==> src/rtl/shift_reg_ctrl_if.sv <==
// Control bundle between the sequencing controller and the 8-bit LED shift register.
// master = controller side, slave = shift register / key side.
interface shift_reg_ctrl_if;
  logic [3:0] key;
  logic [7:0] sr_q;
  logic       en;
  logic       dir;
  logic       load;
  logic [7:0] load_data;
  logic [3:0] cnt;
  logic [1:0] state;

  modport master (
    input  key, sr_q,
    output en, dir, load, load_data, cnt, state
  );

  modport slave (
    output key, sr_q,
    input  en, dir, load, load_data, cnt, state
  );
endinterface

==> src/rtl/shift_reg_ctrl.sv <==
// Sequencing controller for the LED shift register: debounces four keys, issues
// shift/load strobes with ping-pong bounce at the register ends, and counts shifts.
module shift_reg_ctrl #(
  parameter int unsigned CLK_DIV    = 4,
  parameter int unsigned DEB_CYCLES = 3,
  parameter logic [7:0]  SEED       = 8'h01
) (
  input  logic             clk,
  input  logic             rst,
  shift_reg_ctrl_if.master bus
);

  localparam int unsigned PreW = $clog2(CLK_DIV);
  localparam int unsigned DebW = $clog2(DEB_CYCLES + 1);

  typedef enum logic [1:0] {
    StIdle  = 2'd0,
    StLoad  = 2'd1,
    StRun   = 2'd2,
    StPause = 2'd3
  } state_e;

  logic [3:0]      r_sync1, r_sync2, r_db, r_db_q;
  logic [DebW-1:0] r_deb_cnt [4];

  state_e          r_state;
  logic [PreW-1:0] r_pre;
  logic            r_en, r_load, r_dir;
  logic [3:0]      r_cnt;

  logic [3:0] w_press;
  logic       w_reload, w_startstop, w_step_key, w_toggle;
  logic       w_tick, w_bounce, w_step;
  logic       w_unused_sr;

  // Key conditioning: 2-flop sync, then db follows after DEB_CYCLES consecutive mismatches.
  always_ff @(posedge clk or negedge rst) begin
    if (!rst) begin
      r_sync1 <= '0;
      r_sync2 <= '0;
      r_db    <= '0;
      r_db_q  <= '0;
      for (int i = 0; i < 4; i++) r_deb_cnt[i] <= '0;
    end else begin
      r_sync1 <= bus.key;
      r_sync2 <= r_sync1;
      r_db_q  <= r_db;
      for (int i = 0; i < 4; i++) begin
        if (r_sync2[i] != r_db[i]) begin
          if (r_deb_cnt[i] == DebW'(DEB_CYCLES - 1)) begin
            r_db[i]      <= r_sync2[i];
            r_deb_cnt[i] <= '0;
          end else begin
            r_deb_cnt[i] <= r_deb_cnt[i] + 1'b1;
          end
        end else begin
          r_deb_cnt[i] <= '0;
        end
      end
    end
  end

  assign w_press = r_db & ~r_db_q;

  // Only the highest-priority key that means something in the current state acts.
  always_comb begin
    w_reload    = 1'b0;
    w_startstop = 1'b0;
    w_step_key  = 1'b0;
    w_toggle    = 1'b0;
    case (r_state)
      StIdle:  w_startstop = w_press[0];
      StRun: begin
        if (w_press[3])      w_reload    = 1'b1;
        else if (w_press[0]) w_startstop = 1'b1;
        else if (w_press[2]) w_toggle    = 1'b1;
      end
      StPause: begin
        if (w_press[3])      w_reload    = 1'b1;
        else if (w_press[0]) w_startstop = 1'b1;
        else if (w_press[1]) w_step_key  = 1'b1;
        else if (w_press[2]) w_toggle    = 1'b1;
      end
      default: ;
    endcase
  end

  assign w_tick   = (r_state == StRun) && (r_pre == PreW'(CLK_DIV - 1));
  assign w_bounce = r_dir ? bus.sr_q[0] : bus.sr_q[7];
  assign w_step   = w_step_key | (w_tick & ~(w_reload | w_startstop | w_toggle));

  always_ff @(posedge clk or negedge rst) begin
    if (!rst) begin
      r_state <= StIdle;
      r_pre   <= '0;
      r_en    <= 1'b0;
      r_load  <= 1'b0;
      r_dir   <= 1'b0;
      r_cnt   <= '0;
    end else begin
      r_en   <= 1'b0;
      r_load <= 1'b0;
      if (r_state == StRun) r_pre <= w_tick ? '0 : r_pre + 1'b1;
      if (w_step) begin
        if (w_bounce) begin
          r_dir <= ~r_dir;
        end else begin
          r_en  <= 1'b1;
          r_cnt <= r_cnt + 4'd1;
        end
      end
      if (w_toggle) r_dir <= ~r_dir;
      case (r_state)
        StIdle: begin
          if (w_startstop) begin
            r_state <= StLoad;
            r_load  <= 1'b1;
            r_dir   <= 1'b0;
            r_cnt   <= '0;
          end
        end
        StLoad: begin
          r_state <= StRun;
          r_pre   <= '0;
        end
        StRun: begin
          if (w_reload) begin
            r_state <= StLoad;
            r_load  <= 1'b1;
            r_dir   <= 1'b0;
            r_cnt   <= '0;
          end else if (w_startstop) begin
            r_state <= StPause;
          end
        end
        StPause: begin
          if (w_reload) begin
            r_state <= StLoad;
            r_load  <= 1'b1;
            r_dir   <= 1'b0;
            r_cnt   <= '0;
          end else if (w_startstop) begin
            r_state <= StRun;
            r_pre   <= '0;
          end
        end
        default: r_state <= StIdle;
      endcase
    end
  end

  assign bus.en        = r_en;
  assign bus.dir       = r_dir;
  assign bus.load      = r_load;
  assign bus.load_data = SEED;
  assign bus.cnt       = r_cnt;
  assign bus.state     = r_state;

  // Only the end bits matter for the bounce decision.
  assign w_unused_sr = ^bus.sr_q[6:1];

endmodule

==> src/flat_wrapper.sv <==
// flat-port wrapper written by rule: the top's interface ports become plain ports
module shift_reg_ctrl_flat 
#(
  parameter int unsigned CLK_DIV    = 4,
  parameter int unsigned DEB_CYCLES = 3,
  parameter logic [7:0]  SEED       = 8'h01
)
  (clk, rst, bus_key, bus_sr_q, bus_en, bus_dir, bus_load, bus_load_data, bus_cnt, bus_state);
  shift_reg_ctrl_if bus_i ();
  input  logic clk;
  input  logic rst;
  input wire logic [$bits(bus_i.key)-1:0] bus_key;
  input wire logic [$bits(bus_i.sr_q)-1:0] bus_sr_q;
  output wire logic [$bits(bus_i.en)-1:0] bus_en;
  output wire logic [$bits(bus_i.dir)-1:0] bus_dir;
  output wire logic [$bits(bus_i.load)-1:0] bus_load;
  output wire logic [$bits(bus_i.load_data)-1:0] bus_load_data;
  output wire logic [$bits(bus_i.cnt)-1:0] bus_cnt;
  output wire logic [$bits(bus_i.state)-1:0] bus_state;
  assign bus_i.key = bus_key;
  assign bus_i.sr_q = bus_sr_q;
  assign bus_en = bus_i.en;
  assign bus_dir = bus_i.dir;
  assign bus_load = bus_i.load;
  assign bus_load_data = bus_i.load_data;
  assign bus_cnt = bus_i.cnt;
  assign bus_state = bus_i.state;
  shift_reg_ctrl #(.CLK_DIV(CLK_DIV), .DEB_CYCLES(DEB_CYCLES), .SEED(SEED)) u_core (.clk(clk), .rst(rst), .bus(bus_i));
endmodule
==> config.mk <==
export PLATFORM = sky130hd
export DESIGN_NAME = shift_reg_ctrl_flat
export DESIGN_NICKNAME = d
export VERILOG_FILES = /design/src/rtl/shift_reg_ctrl_if.sv /design/src/rtl/shift_reg_ctrl.sv /design/src/flat_wrapper.sv
export SDC_FILE = /design/constraint.sdc
export NUM_CORES = 1
export LEC_CHECK = 0
export CORE_ASPECT_RATIO = 2
export CORE_MARGIN = 3
export CORE_UTILIZATION = 50
export DETAILED_ROUTE_END_ITERATION = 16
export GPL_TIMING_DRIVEN = 0
export HOLD_SLACK_MARGIN = 0.1
export PLACE_DENSITY_LB_ADDON = 0.12
export SLEW_MARGIN = 30
export SYNTH_ARGS = -nofsm -noshare
export SYNTH_HDL_FRONTEND = slang
export SYNTH_SLANG_ARGS = --single-unit
==> constraint.sdc <==
create_clock -name clk -period 4 [get_ports clk]
set_input_delay 0.8 -clock clk [delete_from_list [all_inputs] [get_ports clk]]
set_output_delay 0.8 -clock clk [all_outputs]
set_load 0.1 [all_outputs]
==> results of run 1 <==
[cell type report]
| type | instances | share of cell area, % |
|---|---|---|
| Sequential cell | 35 | 49.30 |
| Multi-Input combinational cell | 68 | 29.16 |
| Timing Repair Buffer | 17 | 10.28 |
| Clock buffer | 7 | 4.296 |
| Buffer | 9 | 4.014 |
| Tap cell | 29 | 2.042 |
| Inverter | 3 | 0.6338 |
| Clock inverter | 1 | 0.2817 |
[power groups by stage]
stage,logic [mW],clock network [mW],registers (mW)
finish,0.644,0.236,0.560
global route,0.696,0.260,0.578
CTS,0.652,0.244,0.563
detailed placement,0.650,0,0.570
global placement,0.626,0,0.557
floorplan,0.342,0,0.730
[per-stage QoR]
| stage | utilization (%) | worst slack [ps] |
|---|---|---|
| global route | 64.14 | 1204 |
| floorplan | - | 1915 |
| global placement | 60.39 | 1502 |
| finish | 64.14 | 1287 |
| detailed placement | 61.20 | 1588 |
| CTS | 64.14 | 1277 |
[worst min-delay path by stage]
stage / to / slack, ps
floorplan: u_core.r_sync2[0] / 330
global placement: u_core.r_sync2[2] / 330
detailed placement: u_core.r_sync2[1] / 340
CTS: u_core.r_sync2[1] / 350
global route: u_core.r_sync2[1] / 360
finish: u_core.r_sync2[1] / 350
[cells in the mapped netlist, drive strengths merged]
library cell and count:
nor2b 5, xnor2 4, and2 1, a211oi 1, nor2 1, a22oi 1, o22ai 1, a22o 3
mux2i 4, ha 2, o21ai 3, a21oi 2, and3 2, inv 3, and2b 2, nand4 3
mux2 4, nand3b 1, a221oi 1, dfrtp 35, buf 9, nand2b 2, o211ai 2, o31ai 1
conb 2, a2111oi 1, nor3b 4, nor3 5, nand2 4
[flip-flops by register name (all words and copies together), names as in the netlist]
signal and cells:
u_core.r_db 4, u_core.bus.load 1, u_core.bus.cnt 4, u_core.bus.en 1, u_core.r_sync2 4, u_core.bus.state 2, u_core.bus.dir 1, u_core.r_sync1 4
u_core.r_deb_cnt 8, u_core.r_pre 2, u_core.r_db_q 4
[per-layer routing]
metal	vias to the layer above	track usage, %	wire length (um)
met2	20	27.63	1359
met5	-	0	0
met3	4	4.555	99
met4	0	8.157	38
li1	425	-	-
met1	433	15.35	812
[cells by family after synthesis]
| family | Yosys count |
|---|---|
| flops | 35 |
| other cells | 2 |
| compound gates | 16 |
| simple gates | 30 |
| fa+ha+maj | 2 |
| mux | 8 |
| xor+xnor | 4 |
| buf+inv | 12 |
==> impl_metrics.toml, run 1 <==
[run_status]
outcome = "complete, no violations"

[power_and_ir_drop]
vdd_drop_max_v = 0.0004280
power_frac_seq_pct = 38.9
p_switching_mw = 0.6186
clock_power_share_pct = 16.4
totalPowerFinal_mw = 1.440
power.switching_fraction_pct = 42.94
comb_power_share_pct = 44.7
p_int_mw = 0.8219
leakagePower_nw = 0.8198
p_per_area_nw_per_um2 = 810.7

[final_layout]
mostFrequentLayoutCell = "dfrtp_1"
layout-drive-gt1-share_pct = 20.00
multiInputGateArea_um2 = 518.0
num_antenna_cells = 0
nNetsFinal = 155
layoutNonFillerInstCount = 169
most-common-layout-cells = "35 x dfrtp_1, 15 x clkdlybuf4s50_1, 8 x buf_4, 8 x conb_1"
area.sequential_um2 = 875.8
area_delta_synth_final_pct = 22.20
final_area_um2 = 1777
n_fill_cell = 220

[worst_setup_path]
worst-path-stages = 1
reg2reg_setup_slack_ps = 2450
cp_slowest_stage_delay_ps = 1170
worstPathMaxFanout = 7
critical_path.reg2reg.endpoint = "u_core.bus.dir"
critPathRequiredTime_ps = 3200
crit_path_start = "u_core.bus.state[1]"
slowest_stage = "clkdlybuf4s50_1"
crit_chain = "clkdlybuf4s50_1"
timing.critical_path.to = "bus_state[1]"
worst_setup_path_end_kind = "output port"
cp_top_family = "buffers and inverters"
cp.buffers_inverters = 1
critPathKind = "reg -> out"
cp_data_arrival_time_ps = 1910
rr_startpoint = "u_core.r_pre[0]"
worstRegToRegCells = 5
start_kind = "flip-flop"

[logic_synthesis]
synth.yosys.seq_area_share_pct = 60.24
netlist-cell-type-count = 35
synthesis.area_per_instance_um2 = 13.34
synth.ff_latch_count = 35
post_synth_mux_area_share_pct = 5.852
synth_simple_gate_area_share_pct = 13.68
largest_family_of_logic_cells_by_synthesized_area = "simple AND/OR/NAND/NOR gates"
synth_area_leaders = "dfrtp_1 60%, buf_4 4.1%, mux2_2 3.1%"
synth_largest_area_cell = "dfrtp_1"
yosys.area_share.adder_pct = 1.721
syn-instance-count = 109
post-synth-top-area-fraction_pct = 60.24
post_synth_design_cell_area_um2 = 1454
synthesis.yosys.warnings = 0
synth-compound-area-share_pct = 9.897
synth-xor-area-share_pct = 2.410

[detailed_routing]
vias = 882
antenna_violating_nets_post_route = 0
routed_wire_length_per_instance_um = 13.66
avgViaCountPerCell = 5.219
drt_first_iter_violations = 15
drt_first_pass_iters = 4
remaining_drc_errors = 0
detail_route.wirelength_mm = 2.309

[sta]
unrepaired_setup_endpoints_after_global_routing = "false"
fin_worst_hold_slack_ps = 348.2
setup-violations-final = 0
finalWorstPathRequiredPeriod_ps = 2713
finalClockSkew_ps = 8.550
fin_setup_tns_ps = 0
report.final.hold_viol_count = 0
relSlewSlack_pct = 35.40
least_margin_pin_slew_ps = 966.0
layout_worst_path_cycle_share_pct = 67.81
fmax_ghz = 0.3687
finalMaxSlewViolations = 0

[placed_design]
io_buffer_count = 16
dpl_hpwl_mm = 1.784
placed_cells_incl_taps = 161
dpl_cell_area_um2 = 1695
gp_routability_congestion = 0.7799

[floorplan]
core_um2 = 2770
initial_core_util_pct = 52.48
floorplan.die.height_um = 82.26
fp.dieArea_um2 = 3630
number_of_top_level_pins = 31
row_count = 27
x_dimension_of_the_die_um = 44.13

[grt]
remaining_global_route_overflow = 0
pin_count_of_the_biggest_net_entering_global_routing = 27
grt_usage_pct = 15.41
grt_antenna_before_repair = 0
first_global_vias = 926
grt_pass1_wl_mm = 3.988

[clock_network]
cts_num_sinks = 35
worst_skew_pair.late_latency_ps = 280
cts-buffers-inserted = 5
clock_tree_from_tritoncts = "done"
clock_transition_at_the_registers_of_the_reported_paths_ps = 70
cts-htree-levels = 2
max_root_sink_buffers = 2
cts_hold_buf = 0
root_buffer = "clkbuf_8"
cts.repair.resized = 0
post-cts-setup-buffers = 0

[flow_run]
maxCapViolCount = 0

[min_path]
whs_path_depth = 0
timing.hold.worst.class = "reg -> reg"
min_delay_src = "u_core.r_sync1[1]"
(Power assumes the default switching activity.)
==> run 2, diff against run 1 <==
--- a/config.mk
+++ b/config.mk
@@ -7,7 +7,7 @@
 export LEC_CHECK = 0
 export CORE_ASPECT_RATIO = 2
 export CORE_MARGIN = 3
-export CORE_UTILIZATION = 50
+export CORE_UTILIZATION = 44
 export DETAILED_ROUTE_END_ITERATION = 16
 export GPL_TIMING_DRIVEN = 0
 export HOLD_SLACK_MARGIN = 0.1
==> constraint.sdc (replaced) <==
create_clock -name clk -period 2.35 [get_ports clk]
set_input_delay 0.47 -clock clk [delete_from_list [all_inputs] [get_ports clk]]
set_output_delay 0.47 -clock clk [all_outputs]
set_load 0.1 [all_outputs]
==> impl_metrics.toml, run 2 (synthesized netlist as in run 1, its figures left out) <==
[final_layout]
num_antenna_cells = 0
mostFrequentLayoutCell = "dfrtp_1"
area_delta_synth_final_pct = 23.75
layout-drive-gt1-share_pct = 20.57
layoutNonFillerInstCount = 171
final_area_um2 = 1799
nNetsFinal = 156
register_with_the_highest_flop_count = "u_core.r_deb_cnt"
n_fill_cell = 252
largest_reg_flops = 8
most-common-layout-cells = "35 x dfrtp_1, 12 x clkdlybuf4s50_1, 8 x buf_4, 8 x conb_1, 7 x clkbuf_8"

[placed_design]
gp_routability_congestion = 0.7603
dpl_hpwl_mm = 1.677
placed_cells_incl_taps = 162
io_buffer_count = 16
dpl_cell_area_um2 = 1689

[min_path]
timing.hold.worst.class = "reg -> reg"

[floorplan]
core_um2 = 3048
floorplan.die.height_um = 87.29
x_dimension_of_the_die_um = 46.65
fp.dieArea_um2 = 4072
initial_core_util_pct = 47.70
row_count = 28
number_of_top_level_pins = 31

[sta]
setup-violations-final = 0
unrepaired_setup_endpoints_after_global_routing = "false"
finalClockSkew_ps = 3.136
finalMaxSlewViolations = 0
fmax_ghz = 0.4392
fin_setup_tns_ps = 0
report.final.hold_viol_count = 0
least_margin_pin_slew_ps = 964.3
relSlewSlack_pct = 35.51
layout_worst_path_cycle_share_pct = 96.90
finalWorstPathRequiredPeriod_ps = 2277

[detailed_routing]
drt_first_iter_violations = 10
antenna_violating_nets_post_route = 0
detail_route.wirelength_mm = 2.203
routed_wire_length_per_instance_um = 12.88
remaining_drc_errors = 0
drt_first_pass_iters = 3
avgViaCountPerCell = 5.257
vias = 899

[grt]
first_global_vias = 893
remaining_global_route_overflow = 0
grt_antenna_before_repair = 0
grt_usage_pct = 13.33
pin_count_of_the_biggest_net_entering_global_routing = 28
grt_pass1_wl_mm = 3.870

[flow_run]
maxCapViolCount = 0

[worst_setup_path]
cp_slowest_stage_delay_ps = 1150
crit_path_start = "u_core.bus.cnt[2]"
critPathKind = "reg -> out"
cp.buffers_inverters = 1
rr_startpoint = "u_core.r_pre[0]"
critPathRequiredTime_ps = 1880
slowest_stage = "clkdlybuf4s50_1"
start_kind = "flip-flop"
worstRegToRegCells = 5
worst-path-stages = 1
cp_top_family = "buffers and inverters"
crit_chain = "clkdlybuf4s50_1"
cp_data_arrival_time_ps = 1810
critical_path.reg2reg.endpoint = "u_core.bus.dir"
worstPathMaxFanout = 4
timing.critical_path.to = "bus_cnt[2]"
worst_setup_path_end_kind = "output port"
reg2reg_setup_slack_ps = 830

[power_and_ir_drop]
p_per_area_nw_per_um2 = 1382
vdd_drop_max_v = 0.0007563
leakagePower_nw = 0.8499
totalPowerFinal_mw = 2.486

[clock_network]
worst_skew_pair.late_latency_ps = 270
post-cts-setup-buffers = 0
cts_num_sinks = 35
clock_tree_from_tritoncts = "done"
cts-buffers-inserted = 5
cts-htree-levels = 2
root_buffer = "clkbuf_8"
max_root_sink_buffers = 2
clock_transition_at_the_registers_of_the_reported_paths_ps = 60

[run_status]
outcome = "complete, no violations"
run 2: what timing repair did:
| action | in CTS | in global routing |
|---|---|---|
| hold endpoints to repair | 8 | 0 |
| gates cloned | 0 | 0 |
| setup endpoints to repair | 2 | 1 |
| hold buffers | 1 | 0 |
| resized for setup | 2 | 1 |
run 2: report_power, final:
part | switching, mW | total, mW | internal [mW]
registers | 0.149 | 0.948 | 0.799
clock network | 0.190 | 0.457 | 0.267
logic | 0.700 | 1.08 | 0.382
total | 1.04 | 2.49 | 1.45
run 2: routing by layer:
| layer | wire length (um) | GRT usage (%) |
|---|---|---|
| met1 | 790 | 13.88 |
| met2 | 1249 | 22.49 |
| met3 | 109 | 3.934 |
| met4 | 55 | 7.557 |
| met5 | 0 | 0 |
run 2: worst min-delay path by stage:
stage / start / endpoint / slack (ps) / cells past startpoint
floorplan: rst / u_core.bus.cnt[0] / 170 / 0
global placement: u_core.r_sync1[2] / u_core.r_sync2[2] / 330 / 0
detailed placement: rst / u_core.bus.en / 340 / 1
CTS: u_core.r_sync1[0] / u_core.r_sync2[0] / 350 / 0
global route: u_core.r_sync1[0] / u_core.r_sync2[0] / 360 / 0
finish: u_core.r_sync1[0] / u_core.r_sync2[0] / 350 / 0
run 2: area by class of cell:
cell class | instances | area [um2] | share of cell area, %
Tap cell | 30 | 37.54 | 2.086
Inverter | 3 | 11.26 | 0.6259
Multi-Input combinational cell | 68 | 518.0 | 28.79
Clock buffer | 8 | 100.1 | 5.563
Sequential cell | 35 | 875.8 | 48.68
Buffer | 9 | 71.32 | 3.964
Timing Repair Buffer | 18 | 185.2 | 10.29
run 2: through the flow:
step	util (%)	hold slack (ps)	worst slack, ps
detailed placement	55.42	335.5	273.6
finish	59.03	348.2	72.92
CTS	58.95	350.7	25.51
global route	59.03	359.5	15.39
global placement	54.93	334.6	155.2
floorplan	-	174.4	265.4
==> run 3, diff against run 2 <==
--- a/config.mk
+++ b/config.mk
@@ -11,6 +11,7 @@
 export DETAILED_ROUTE_END_ITERATION = 16
 export GPL_TIMING_DRIVEN = 0
 export HOLD_SLACK_MARGIN = 0.1
+export MAX_ROUTING_LAYER = met4
 export PLACE_DENSITY_LB_ADDON = 0.12
 export SLEW_MARGIN = 30
 export SYNTH_ARGS = -nofsm -noshare
==> impl_metrics.toml, run 3 (synthesized netlist as in run 1, its figures left out) <==
[detailed_routing]
drt_first_pass_iters = 3
remaining_drc_errors = 0
drt_first_iter_violations = 13
routed_wire_length_per_instance_um = 12.88
detail_route.wirelength_mm = 2.203
vias = 899
avgViaCountPerCell = 5.257
antenna_violating_nets_post_route = 0

[power_and_ir_drop]
p_switching_mw = 1.038
clock_power_share_pct = 18.4
leakagePower_nw = 0.8499
power.switching_fraction_pct = 41.77
power_frac_seq_pct = 38.1
comb_power_share_pct = 43.5
vdd_drop_max_v = 0.0007562
p_int_mw = 1.448
p_per_area_nw_per_um2 = 1382

[grt]
grt_antenna_before_repair = 0
grt_pass1_wl_mm = 3.864
pin_count_of_the_biggest_net_entering_global_routing = 28
remaining_global_route_overflow = 0
first_global_vias = 893
grt_usage_pct = 13.69

[clock_network]
worst_skew_pair.late_latency_ps = 270
max_root_sink_buffers = 2
post-cts-setup-buffers = 0
clock_tree_from_tritoncts = "done"
clock_transition_at_the_registers_of_the_reported_paths_ps = 60
cts-buffers-inserted = 5
root_buffer = "clkbuf_8"
cts_num_sinks = 35
cts-htree-levels = 2

[final_layout]
largest_reg_flops = 8
layout-drive-gt1-share_pct = 20.57
n_fill_cell = 252
area.sequential_um2 = 875.8
nNetsFinal = 156
area_delta_synth_final_pct = 23.75
multiInputGateArea_um2 = 518.0
most-common-layout-cells = "35 x dfrtp_1, 12 x clkdlybuf4s50_1, 8 x buf_4, 8 x conb_1, 7 x clkbuf_8"
mostFrequentLayoutCell = "dfrtp_1"
num_antenna_cells = 0
register_with_the_highest_flop_count = "u_core.r_deb_cnt"
final_area_um2 = 1799

[placed_design]
preCtsSetupSlack_ps = 273.6
gp_routability_congestion = 0.7703
dpl_hpwl_mm = 1.677
dpl_cell_area_um2 = 1689
io_buffer_count = 16

[floorplan]
initial_core_util_pct = 47.70
row_count = 28
fp.dieArea_um2 = 4072
number_of_top_level_pins = 31
floorplan.die.height_um = 87.29
core_um2 = 3048
x_dimension_of_the_die_um = 46.65

[worst_setup_path]
critPathKind = "reg -> out"
slowest_stage = "clkdlybuf4s50_1"
start_kind = "flip-flop"
cp_top_family = "buffers and inverters"
cp.buffers_inverters = 1
crit_chain = "clkdlybuf4s50_1"
worst_setup_path_end_kind = "output port"
worstPathMaxFanout = 4
critPathRequiredTime_ps = 1880
rr_startpoint = "u_core.r_pre[0]"
cp_slowest_stage_delay_ps = 1150
crit_path_start = "u_core.bus.cnt[2]"
worstRegToRegCells = 5
cp_data_arrival_time_ps = 1810
worst-path-stages = 1

[flow_run]
maxCapViolCount = 0

[sta]
finalWorstPathRequiredPeriod_ps = 2277
least_margin_pin_slew_ps = 964.3
fin_worst_hold_slack_ps = 348.2
finalMaxSlewViolations = 0
unrepaired_setup_endpoints_after_global_routing = "false"
postLayoutSetupSlackWorst_ps = 72.93
report.final.hold_viol_count = 0
fmax_ghz = 0.4392
finalClockSkew_ps = 3.138
fin_setup_tns_ps = 0
setup-violations-final = 0
relSlewSlack_pct = 35.51
layout_worst_path_cycle_share_pct = 96.90

[min_path]
min_delay_src = "u_core.r_sync1[0]"
whs_path_depth = 0
timing.hold.worst.class = "reg -> reg"

[run_status]
outcome = "complete, no violations"
run 3: cell counts in the layout (fill, tap and decap cells not counted):
Identical to the previous run, type by type.
run 3: power by group through the flow:
| stage | clock network [mW] | registers, mW | logic (mW) |
|---|---|---|---|
| CTS | 0.478 | 0.953 | 1.09 |
| floorplan | 0 | 1.24 | 0.582 |
| global placement | 0 | 0.949 | 1.07 |
| finish | 0.457 | 0.948 | 1.08 |
| global route | 0.495 | 0.983 | 1.17 |
| detailed placement | 0 | 0.966 | 1.10 |
run 3: layout make-up:
| class | count | area share (%) |
|---|---|---|
| Tap cell | 30 | 2.086 |
| Buffer | 9 | 3.964 |
| Multi-Input combinational cell | 68 | 28.79 |
| Timing Repair Buffer | 18 | 10.29 |
| Inverter | 3 | 0.6259 |
| Clock buffer | 8 | 5.563 |
| Sequential cell | 35 | 48.68 |
run 3: timing repair:
action | CTS | global route
hold buffers | 1 | 0
gates resized for setup | 2 | 1
hold endpoints to repair | 8 | 0
setup endpoints to repair | 2 | 1
cloned | 0 | 0
run 3: metal layers:
metal  GRT usage, %  routed length, um  vias up
met2          22.49               1249       18
met4          7.557                 55        0
met5              -                  0        -
met1          13.88                790      447
li1               -                  -      430
met3          3.934                109        4
run 3: metrics by stage:
| stage | util [%] | cells | power [mW] |
|---|---|---|---|
| global placement | 54.93 | 161 | 2.022 |
| global route | 59.03 | 171 | 2.650 |
| detailed placement | 55.42 | 162 | 2.065 |
| CTS | 58.95 | 171 | 2.525 |
| floorplan | - | 115 | 1.825 |
| finish | 59.03 | 171 | 2.486 |
run 3: final timing paths:
check,endpoint,slack (ps)
setup / recovery,bus_cnt[2],70
hold / removal,u_core.r_sync2[0],350
setup reg to reg,u_core.bus.dir,830
hold reg to reg,u_core.r_sync2[0],350
max in group asynchronous,u_core.r_sync1[1],1370
min in group asynchronous,u_core.bus.en,580
